File: config.mk
export PLATFORM = sky130hd
export DESIGN_NAME = bp_stream_axil_adapter
export DESIGN_NICKNAME = d
export VERILOG_FILES = /design/src/rtl/bp_stream_axil_pkg.sv /design/src/rtl/bsg_fifo_1r1w_small.sv /design/src/rtl/bp_stream_axil_adapter.sv
export SDC_FILE = /design/constraint.sdc
export NUM_CORES = 1
export LEC_CHECK = 0
export ABC_AREA = 1
export BUFFER_PORTS_ARGS = -buffer_cell sky130_fd_sc_hd__buf_2
export CORE_MARGIN = 1
export CORE_UTILIZATION = 50
export CTS_CLUSTER_SIZE = 10
export DETAILED_ROUTE_END_ITERATION = 8
export PLACE_DENSITY = 0.77
export SETUP_SLACK_MARGIN = 0.5
export SLEW_MARGIN = 15
export SYNTH_ARGS = -nofsm -noshare
export SYNTH_HDL_FRONTEND = slang
export SYNTH_HIERARCHICAL = 1
export SYNTH_SLANG_ARGS = --single-unit
File: constraint.sdc
create_clock -name clk_i -period 2.88 [get_ports clk_i]
set_input_delay 0.576 -clock clk_i [delete_from_list [all_inputs] [get_ports clk_i]]
set_output_delay 0.576 -clock clk_i [all_outputs]
set_load 0.02 [all_outputs]
File: src/rtl/bp_stream_axil_pkg.sv
// Shared state encodings and AXI response codes for the stream AXI-Lite adapter.
package bp_stream_axil_pkg;

    typedef enum logic [1:0] {
        e_w_idle = 2'd0,
        e_w_fwd  = 2'd1,
        e_w_resp = 2'd2
    } w_state_e;

    typedef enum logic {
        e_r_idle = 1'b0,
        e_r_resp = 1'b1
    } r_state_e;

    localparam logic [1:0] resp_okay_c   = 2'b00;
    localparam logic [1:0] resp_slverr_c = 2'b10;

endpackage

File: src/rtl/bsg_fifo_1r1w_small.sv
// Small power-of-two FIFO: valid/ready on the write side, valid/yumi on the read side,
// with an occupancy counter exposed for host polling.
module bsg_fifo_1r1w_small #(
    parameter int width_p = 32,
    parameter int els_p   = 16,
    localparam int ptr_w  = $clog2(els_p),
    localparam int cnt_w  = $clog2(els_p + 1)
) (
    input  logic               clk_i,
    input  logic               reset_i,
    input  logic               v_i,
    input  logic [width_p-1:0] data_i,
    output logic               ready_o,
    output logic               v_o,
    output logic [width_p-1:0] data_o,
    input  logic               yumi_i,
    output logic [cnt_w-1:0]   count_o
);

    logic [width_p-1:0] mem [els_p];
    logic [ptr_w-1:0]   rptr, wptr;
    logic [cnt_w-1:0]   count;
    logic               push, pop;

    assign ready_o = (count != cnt_w'(els_p));
    assign v_o     = (count != '0);
    assign push    = v_i & ready_o;
    assign pop     = yumi_i & v_o;
    assign data_o  = mem[rptr];
    assign count_o = count;

    always_ff @(posedge clk_i) begin
        if (push)
            mem[wptr] <= data_i;
    end

    // Pointers wrap naturally because the depth is a power of two.
    always_ff @(posedge clk_i) begin
        if (reset_i) begin
            rptr  <= '0;
            wptr  <= '0;
            count <= '0;
        end else begin
            if (push)
                wptr <= wptr + ptr_w'(1);
            if (pop)
                rptr <= rptr + ptr_w'(1);
            case ({push, pop})
                2'b10:   count <= count + cnt_w'(1);
                2'b01:   count <= count - cnt_w'(1);
                default: count <= count;
            endcase
        end
    end

endmodule

File: src/rtl/bp_stream_axil_adapter.sv
// AXI4-Lite slave that forwards host writes as (addr, data) stream words and lets the
// host drain the response stream through polled reads of a data and a count address.
module bp_stream_axil_adapter
    import bp_stream_axil_pkg::*;
#(
    parameter int axil_addr_width_p   = 32,
    parameter int axil_data_width_p   = 32,
    parameter int stream_addr_width_p = 32,
    parameter int stream_data_width_p = 32,
    parameter int rd_fifo_els_p       = 16,
    parameter logic [axil_addr_width_p-1:0] rd_data_addr_p  = 32'h00000020,
    parameter logic [axil_addr_width_p-1:0] rd_count_addr_p = 32'h00000024
) (
    input  logic                           clk_i,
    input  logic                           reset_i,
    input  logic [axil_addr_width_p-1:0]   s_axil_awaddr_i,
    input  logic                           s_axil_awvalid_i,
    output logic                           s_axil_awready_o,
    input  logic [axil_data_width_p-1:0]   s_axil_wdata_i,
    input  logic [axil_data_width_p/8-1:0] s_axil_wstrb_i,
    input  logic                           s_axil_wvalid_i,
    output logic                           s_axil_wready_o,
    output logic [1:0]                     s_axil_bresp_o,
    output logic                           s_axil_bvalid_o,
    input  logic                           s_axil_bready_i,
    input  logic [axil_addr_width_p-1:0]   s_axil_araddr_i,
    input  logic                           s_axil_arvalid_i,
    output logic                           s_axil_arready_o,
    output logic [axil_data_width_p-1:0]   s_axil_rdata_o,
    output logic [1:0]                     s_axil_rresp_o,
    output logic                           s_axil_rvalid_o,
    input  logic                           s_axil_rready_i,
    output logic                           stream_v_o,
    output logic [stream_addr_width_p-1:0] stream_addr_o,
    output logic [stream_data_width_p-1:0] stream_data_o,
    input  logic                           stream_yumi_i,
    input  logic                           stream_v_i,
    input  logic [stream_data_width_p-1:0] stream_data_i,
    output logic                           stream_ready_o
);

    localparam int cnt_w = $clog2(rd_fifo_els_p + 1);

    w_state_e w_state;
    r_state_e r_state;

    logic                           aw_held, w_held;
    logic [axil_addr_width_p-1:0]   awaddr_q;
    logic [axil_data_width_p-1:0]   wdata_q;
    logic [axil_data_width_p/8-1:0] wstrb_q, wstrb_nx;
    logic                           awready_q, wready_q, bvalid_q, stream_v_q;
    logic [1:0]                     bresp_q;
    logic                           aw_hs, w_hs, aw_held_nx, w_held_nx;

    logic                           arready_q, rvalid_q;
    logic [axil_data_width_p-1:0]   rdata_q;
    logic [1:0]                     rresp_q;
    logic                           ar_hs, is_data, is_count, fifo_pop;

    logic                           fifo_v;
    logic [stream_data_width_p-1:0] fifo_data;
    logic [cnt_w-1:0]               fifo_count;

    assign aw_hs      = s_axil_awvalid_i & awready_q;
    assign w_hs       = s_axil_wvalid_i & wready_q;
    assign aw_held_nx = aw_held | aw_hs;
    assign w_held_nx  = w_held | w_hs;
    assign wstrb_nx   = w_hs ? s_axil_wstrb_i : wstrb_q;

    // The strobe check looks at the incoming strobe when W completes this cycle,
    // so a same-cycle AW/W pair can forward on the very next cycle.
    always_ff @(posedge clk_i) begin
        if (reset_i) begin
            w_state    <= e_w_idle;
            aw_held    <= 1'b0;
            w_held     <= 1'b0;
            awaddr_q   <= '0;
            wdata_q    <= '0;
            wstrb_q    <= '0;
            awready_q  <= 1'b1;
            wready_q   <= 1'b1;
            bvalid_q   <= 1'b0;
            bresp_q    <= resp_okay_c;
            stream_v_q <= 1'b0;
        end else begin
            case (w_state)
                e_w_idle: begin
                    if (aw_hs) begin
                        aw_held   <= 1'b1;
                        awaddr_q  <= s_axil_awaddr_i;
                        awready_q <= 1'b0;
                    end
                    if (w_hs) begin
                        w_held   <= 1'b1;
                        wdata_q  <= s_axil_wdata_i;
                        wstrb_q  <= s_axil_wstrb_i;
                        wready_q <= 1'b0;
                    end
                    if (aw_held_nx && w_held_nx) begin
                        awready_q <= 1'b0;
                        wready_q  <= 1'b0;
                        if (&wstrb_nx) begin
                            stream_v_q <= 1'b1;
                            w_state    <= e_w_fwd;
                        end else begin
                            bvalid_q <= 1'b1;
                            bresp_q  <= resp_slverr_c;
                            w_state  <= e_w_resp;
                        end
                    end
                end
                e_w_fwd: begin
                    if (stream_yumi_i) begin
                        stream_v_q <= 1'b0;
                        bvalid_q   <= 1'b1;
                        bresp_q    <= resp_okay_c;
                        w_state    <= e_w_resp;
                    end
                end
                e_w_resp: begin
                    if (s_axil_bready_i) begin
                        bvalid_q  <= 1'b0;
                        aw_held   <= 1'b0;
                        w_held    <= 1'b0;
                        awready_q <= 1'b1;
                        wready_q  <= 1'b1;
                        w_state   <= e_w_idle;
                    end
                end
                default: w_state <= e_w_idle;
            endcase
        end
    end

    assign ar_hs    = s_axil_arvalid_i & arready_q;
    assign is_data  = (s_axil_araddr_i == rd_data_addr_p);
    assign is_count = (s_axil_araddr_i == rd_count_addr_p);
    assign fifo_pop = ar_hs & is_data & fifo_v;

    always_ff @(posedge clk_i) begin
        if (reset_i) begin
            r_state   <= e_r_idle;
            arready_q <= 1'b1;
            rvalid_q  <= 1'b0;
            rdata_q   <= '0;
            rresp_q   <= resp_okay_c;
        end else begin
            case (r_state)
                e_r_idle: begin
                    if (ar_hs) begin
                        arready_q <= 1'b0;
                        rvalid_q  <= 1'b1;
                        r_state   <= e_r_resp;
                        if (is_data) begin
                            rdata_q <= fifo_v ? fifo_data : '0;
                            rresp_q <= resp_okay_c;
                        end else if (is_count) begin
                            rdata_q <= axil_data_width_p'(fifo_count);
                            rresp_q <= resp_okay_c;
                        end else begin
                            rdata_q <= '0;
                            rresp_q <= resp_slverr_c;
                        end
                    end
                end
                e_r_resp: begin
                    if (s_axil_rready_i) begin
                        rvalid_q  <= 1'b0;
                        arready_q <= 1'b1;
                        r_state   <= e_r_idle;
                    end
                end
                default: r_state <= e_r_idle;
            endcase
        end
    end

    bsg_fifo_1r1w_small #(
        .width_p (stream_data_width_p),
        .els_p   (rd_fifo_els_p)
    ) rsp_fifo (
        .clk_i   (clk_i),
        .reset_i (reset_i),
        .v_i     (stream_v_i),
        .data_i  (stream_data_i),
        .ready_o (stream_ready_o),
        .v_o     (fifo_v),
        .data_o  (fifo_data),
        .yumi_i  (fifo_pop),
        .count_o (fifo_count)
    );

    assign s_axil_awready_o = awready_q;
    assign s_axil_wready_o  = wready_q;
    assign s_axil_bvalid_o  = bvalid_q;
    assign s_axil_bresp_o   = bresp_q;
    assign s_axil_arready_o = arready_q;
    assign s_axil_rvalid_o  = rvalid_q;
    assign s_axil_rdata_o   = rdata_q;
    assign s_axil_rresp_o   = rresp_q;
    assign stream_v_o       = stream_v_q;
    assign stream_addr_o    = awaddr_q[stream_addr_width_p-1:0];
    assign stream_data_o    = wdata_q;

endmodule

==> impl_results.rst <==
.. list-table::
   :header-rows: 1

   * - Metric
     - Value
   * - Result of the run
     - finished, final reports clean
   * - Fill count
     - 3865
   * - Critical path endpoint category
     - register
   * - Global-route congestion overflow total
     - 0
   * - Share of the yosys chip area belonging to registers
     - 69.22%
   * - Number of distinct library cells after synthesis
     - 36
   * - Register clock-pin slew on the reported worst setup and hold paths
     - 60 ps
   * - Achievable Freq
     - 434.3 MHz
   * - Post-Synthesis Cells
     - 2139
   * - Internal power consumption
     - 15.81 mW
   * - Proportion of register bits with asynchronous set or reset after synthesis
     - 0%
   * - Combinational share of power
     - 8.8%
   * - Multi-input combinational cell area
     - 0.006675 mm2
   * - Per-cell via count in the routed design
     - 5.648
   * - Launch instance of the worst min-delay path
     - s_axil_awaddr_i[12]
   * - VDD IR max
     - 386.9 uV
   * - List of cells traversed by the critical path
     - nor2_2, nand3_1, nand2_2, inv_2, nand2_1, nor2_4, buf_12
   * - I/O pin cnt
     - 248
   * - Pre-CTS setup slack
     - 66.97 ps
   * - Flip-flop cell with the highest count after synthesis
     - edfxtp_1
   * - Fraction of final layout cells sized beyond drive strength 1
     - 19.38%
   * - Wirelength, routed
     - 64160 um
   * - Total clock buffers created by CTS
     - 75
   * - Category of the most critical setup path
     - register to register
   * - Slowest cell delay on critical path
     - 430 ps
   * - Library cell contributing the largest single delay on the critical path
     - nor2_4
   * - Longest Clk Path Bufs
     - 3
   * - Pwr Density
     - 678.9 mW/mm2
   * - Net Switching
     - 4.943 mW
   * - Clk root buf
     - clkbuf_16
   * - Routed length per instance
     - 20.51 um
   * - CTS sink cnt
     - 642
   * - Largest area contributor in the netlist
     - edfxtp_1
   * - TNS Setup
     - 0 ps
   * - Biggest area contributors in the synthesized netlist
     - edfxtp_1 59%, dfxtp_1 10%, mux2i_1 4.9%, o211ai_1 3.7%, o21ai_0 3.6%
   * - Number of antenna violations at the first check in global routing
     - 5
   * - Clock tree skew after final layout
     - 30.67 ps
   * - Leakage
     - 11.10 nW
   * - Worst setup margin
     - 577.2 ps
   * - Final cycle utilization of the critical path
     - 79.96%
   * - Detailed Place HPWL
     - 38270 um
   * - Layout overhead on the synthesized area
     - 17.70%
   * - Vias
     - 17.67k
   * - Worst Tran Pin Value
     - 689.4 ps
   * - Die height
     - 229.9 um
   * - Global placement routability congestion
     - 0.8516
   * - Slew Limit Fails
     - 0
   * - First-iteration detailed-routing DRC count
     - 1978
   * - Drt pass-1 iters
     - 7
   * - Proportion of netlist area held by the largest area contributor
     - 59.20%
   * - Port buffer count
     - 245
   * - Required time at the worst-slack endpoint
     - 3170 ps
   * - Maximum number of pins on one net before global-route repair
     - 129
   * - Starting density of the core
     - 50.62%
   * - Yosys warning count
     - 6
   * - Number of enable flip-flop cells after synthesis
     - 512
   * - R2R Path Start
     - rsp_fifo/count_o[0]
   * - CTS H-tree lvls
     - 3
   * - CP top delay family
     - simple AND/OR/NAND/NOR gates
   * - Top fanout value on the critical path
     - 23
   * - Worst relative slew slack
     - 54.04%
   * - Mean area per synthesized cell
     - 12.14 um2
   * - Arrival time worst endpoint
     - 2590 ps
   * - Vias in the first global route
     - 17.25k
   * - Endpoints failing hold
     - 0
   * - Top cells by count, synth
     - 512 x edfxtp_1, 203 x nor2_1, 201 x nand2_1
   * - Switching share of power
     - 23.82%
   * - First-pass GRT wire length
     - 97570 um
   * - Clk_lat worst skew
     - 620 ps
   * - Placement Rows
     - 83
   * - Number of storage elements in the synthesis netlist
     - 642
   * - Max_cap viols
     - 0
   * - Reg power frac
     - 50.9%
   * - Crit path from
     - rsp_fifo/count_o[0]
   * - Dominant cell by count in the synthesized netlist
     - edfxtp_1
   * - Tightest Hold Check Type
     - input port to register
   * - Die width
     - 229.9 um
   * - Setup-failing EPs final
     - 0
   * - Antenna violation net count after detailed routing
     - 0
   * - Minimum period implied by the final worst setup slack
     - 2303 ps
   * - Post-detailed-route DRC marker count
     - 0
   * - Nets
     - 2559
   * - Area inside the core boundary
     - 0.05130 mm2
   * - GRT Util Overall
     - 24.05%
   * - RSZ-0062 raised after global routing
     - no
   * - Type of origin of the critical path
     - register
   * - Reg area
     - 0.01799 mm2
   * - Syn Std Cell Area
     - 0.02597 mm2
   * - Part of the power in the clock network
     - 40.3%
   * - Overall die area
     - 0.05286 mm2
   * - Worst path bufs/invs
     - 2
   * - Clock tree from TritonCTS
     - yes
[flip-flops by register name (all words and copies together), names as in the netlist, 2 cells and up, named ones only]
name / count
rsp_fifo/count_o: 5
stream_data_o: 32
stream_addr_o: 32
wstrb_q: 4
rsp_fifo/wptr: 4
s_axil_rdata_o: 32
rsp_fifo/mem: 512
rsp_fifo/rptr: 4
w_state: 2
[layout make-up]
type / count / area share, %
sequential: 642 / 58.86
multi-input combinational: 1178 / 21.84
timing repair buffer: 327 / 7.262
clock buffer: 106 / 6.656
tap: 680 / 2.784
inverter: 187 / 2.301
clock inverter: 6 / 0.2743
antenna: 3 / 0.02456
[final timing paths]
kind                              end  slack (ps)  depth (start not counted)
setup reg to reg  rsp_fifo/mem[15][8]         580                          7
setup / recovery  rsp_fifo/mem[15][8]         580                          7
hold / removal      stream_addr_o[12]         190                          3
hold reg to reg       s_axil_bvalid_o         450                          2
[per-layer routing]
layer / vias to the layer above / share of wire [%] / global-route usage (%)
li1: 8121 / - / -
met5: - / 0.053 / 0
met2: 887 / 48 / 39.79
met3: 140 / 9.5 / 5.841
met4: 4 / 3.1 / 9.975
met1: 8521 / 39 / 30.25
[worst register-to-register path, stage by stage, from the launching register on]
cell and delay [ps]:
dfxtp_2 400, nor2_2 70, nand3_1 120, nand2_2 150, inv_2 170, nand2_1 320
nor2_4 430, buf_12 290
[power groups by stage]
stage	Combinational (mW)	Sequential, mW	Clock [mW]
floorplan	0.752	11.0	0
global placement	1.73	10.7	0
detailed placement	1.78	10.7	0
CTS	1.81	10.6	8.49
global route	2.01	10.6	8.86
finish	1.83	10.6	8.36
[cell families after synthesis]
group / Yosys count / share of synthesized area, %
other: 1 / 0.01444
and+or+nand+nor: 502 / 7.969
adders and majority gates: 7 / 0.3372
DFF: 642 / 69.22
xor gates and xnor gates: 7 / 0.2361
muxes: 128 / 4.934
AOI/OAI and AO/OA: 532 / 11.62
buffers and inverters: 320 / 5.666
[placed cells by master (no fill, tap or decap), drive strengths merged, types with 3 or more instances in the layout]
cell and instances:
nor2 218, o211ai 129, nand3 64, ha 7, o21ai 227, mux2i 128
edfxtp 512, clkinv 7, dfxtp 130, nor3b 4, nor3 5, xor2 5
nand4 4, diode 3, clkbuf 106, buf 327, inv 186, nand2 204
a21oi 175
[metrics by stage]
step           power [mW]  hold WS (ps)  cell area [um2]  utilization [%]  std cells
2_1_floorplan       11.74         442.2            26000                -       2140
3_3_place_gp        12.44         437.9            28270            55.11       3000
3_5_place_dp        12.52         443.7            28270            55.11       3000
4_1_cts             20.86         163.8            30490            59.44       3124
5_1_grt             21.45         201.9            30560            59.57       3127
6_report            20.75         189.6            30570            59.58       3129
[timing repair]
item | CTS | global route
resized for setup | 1 | 12
endpoints found under the setup margin | 48 | 114
hold buffers | 0 | 0
pin swaps | 5 | 0
setup buffers | 12 | 2
(Power assumes the default switching activity.)
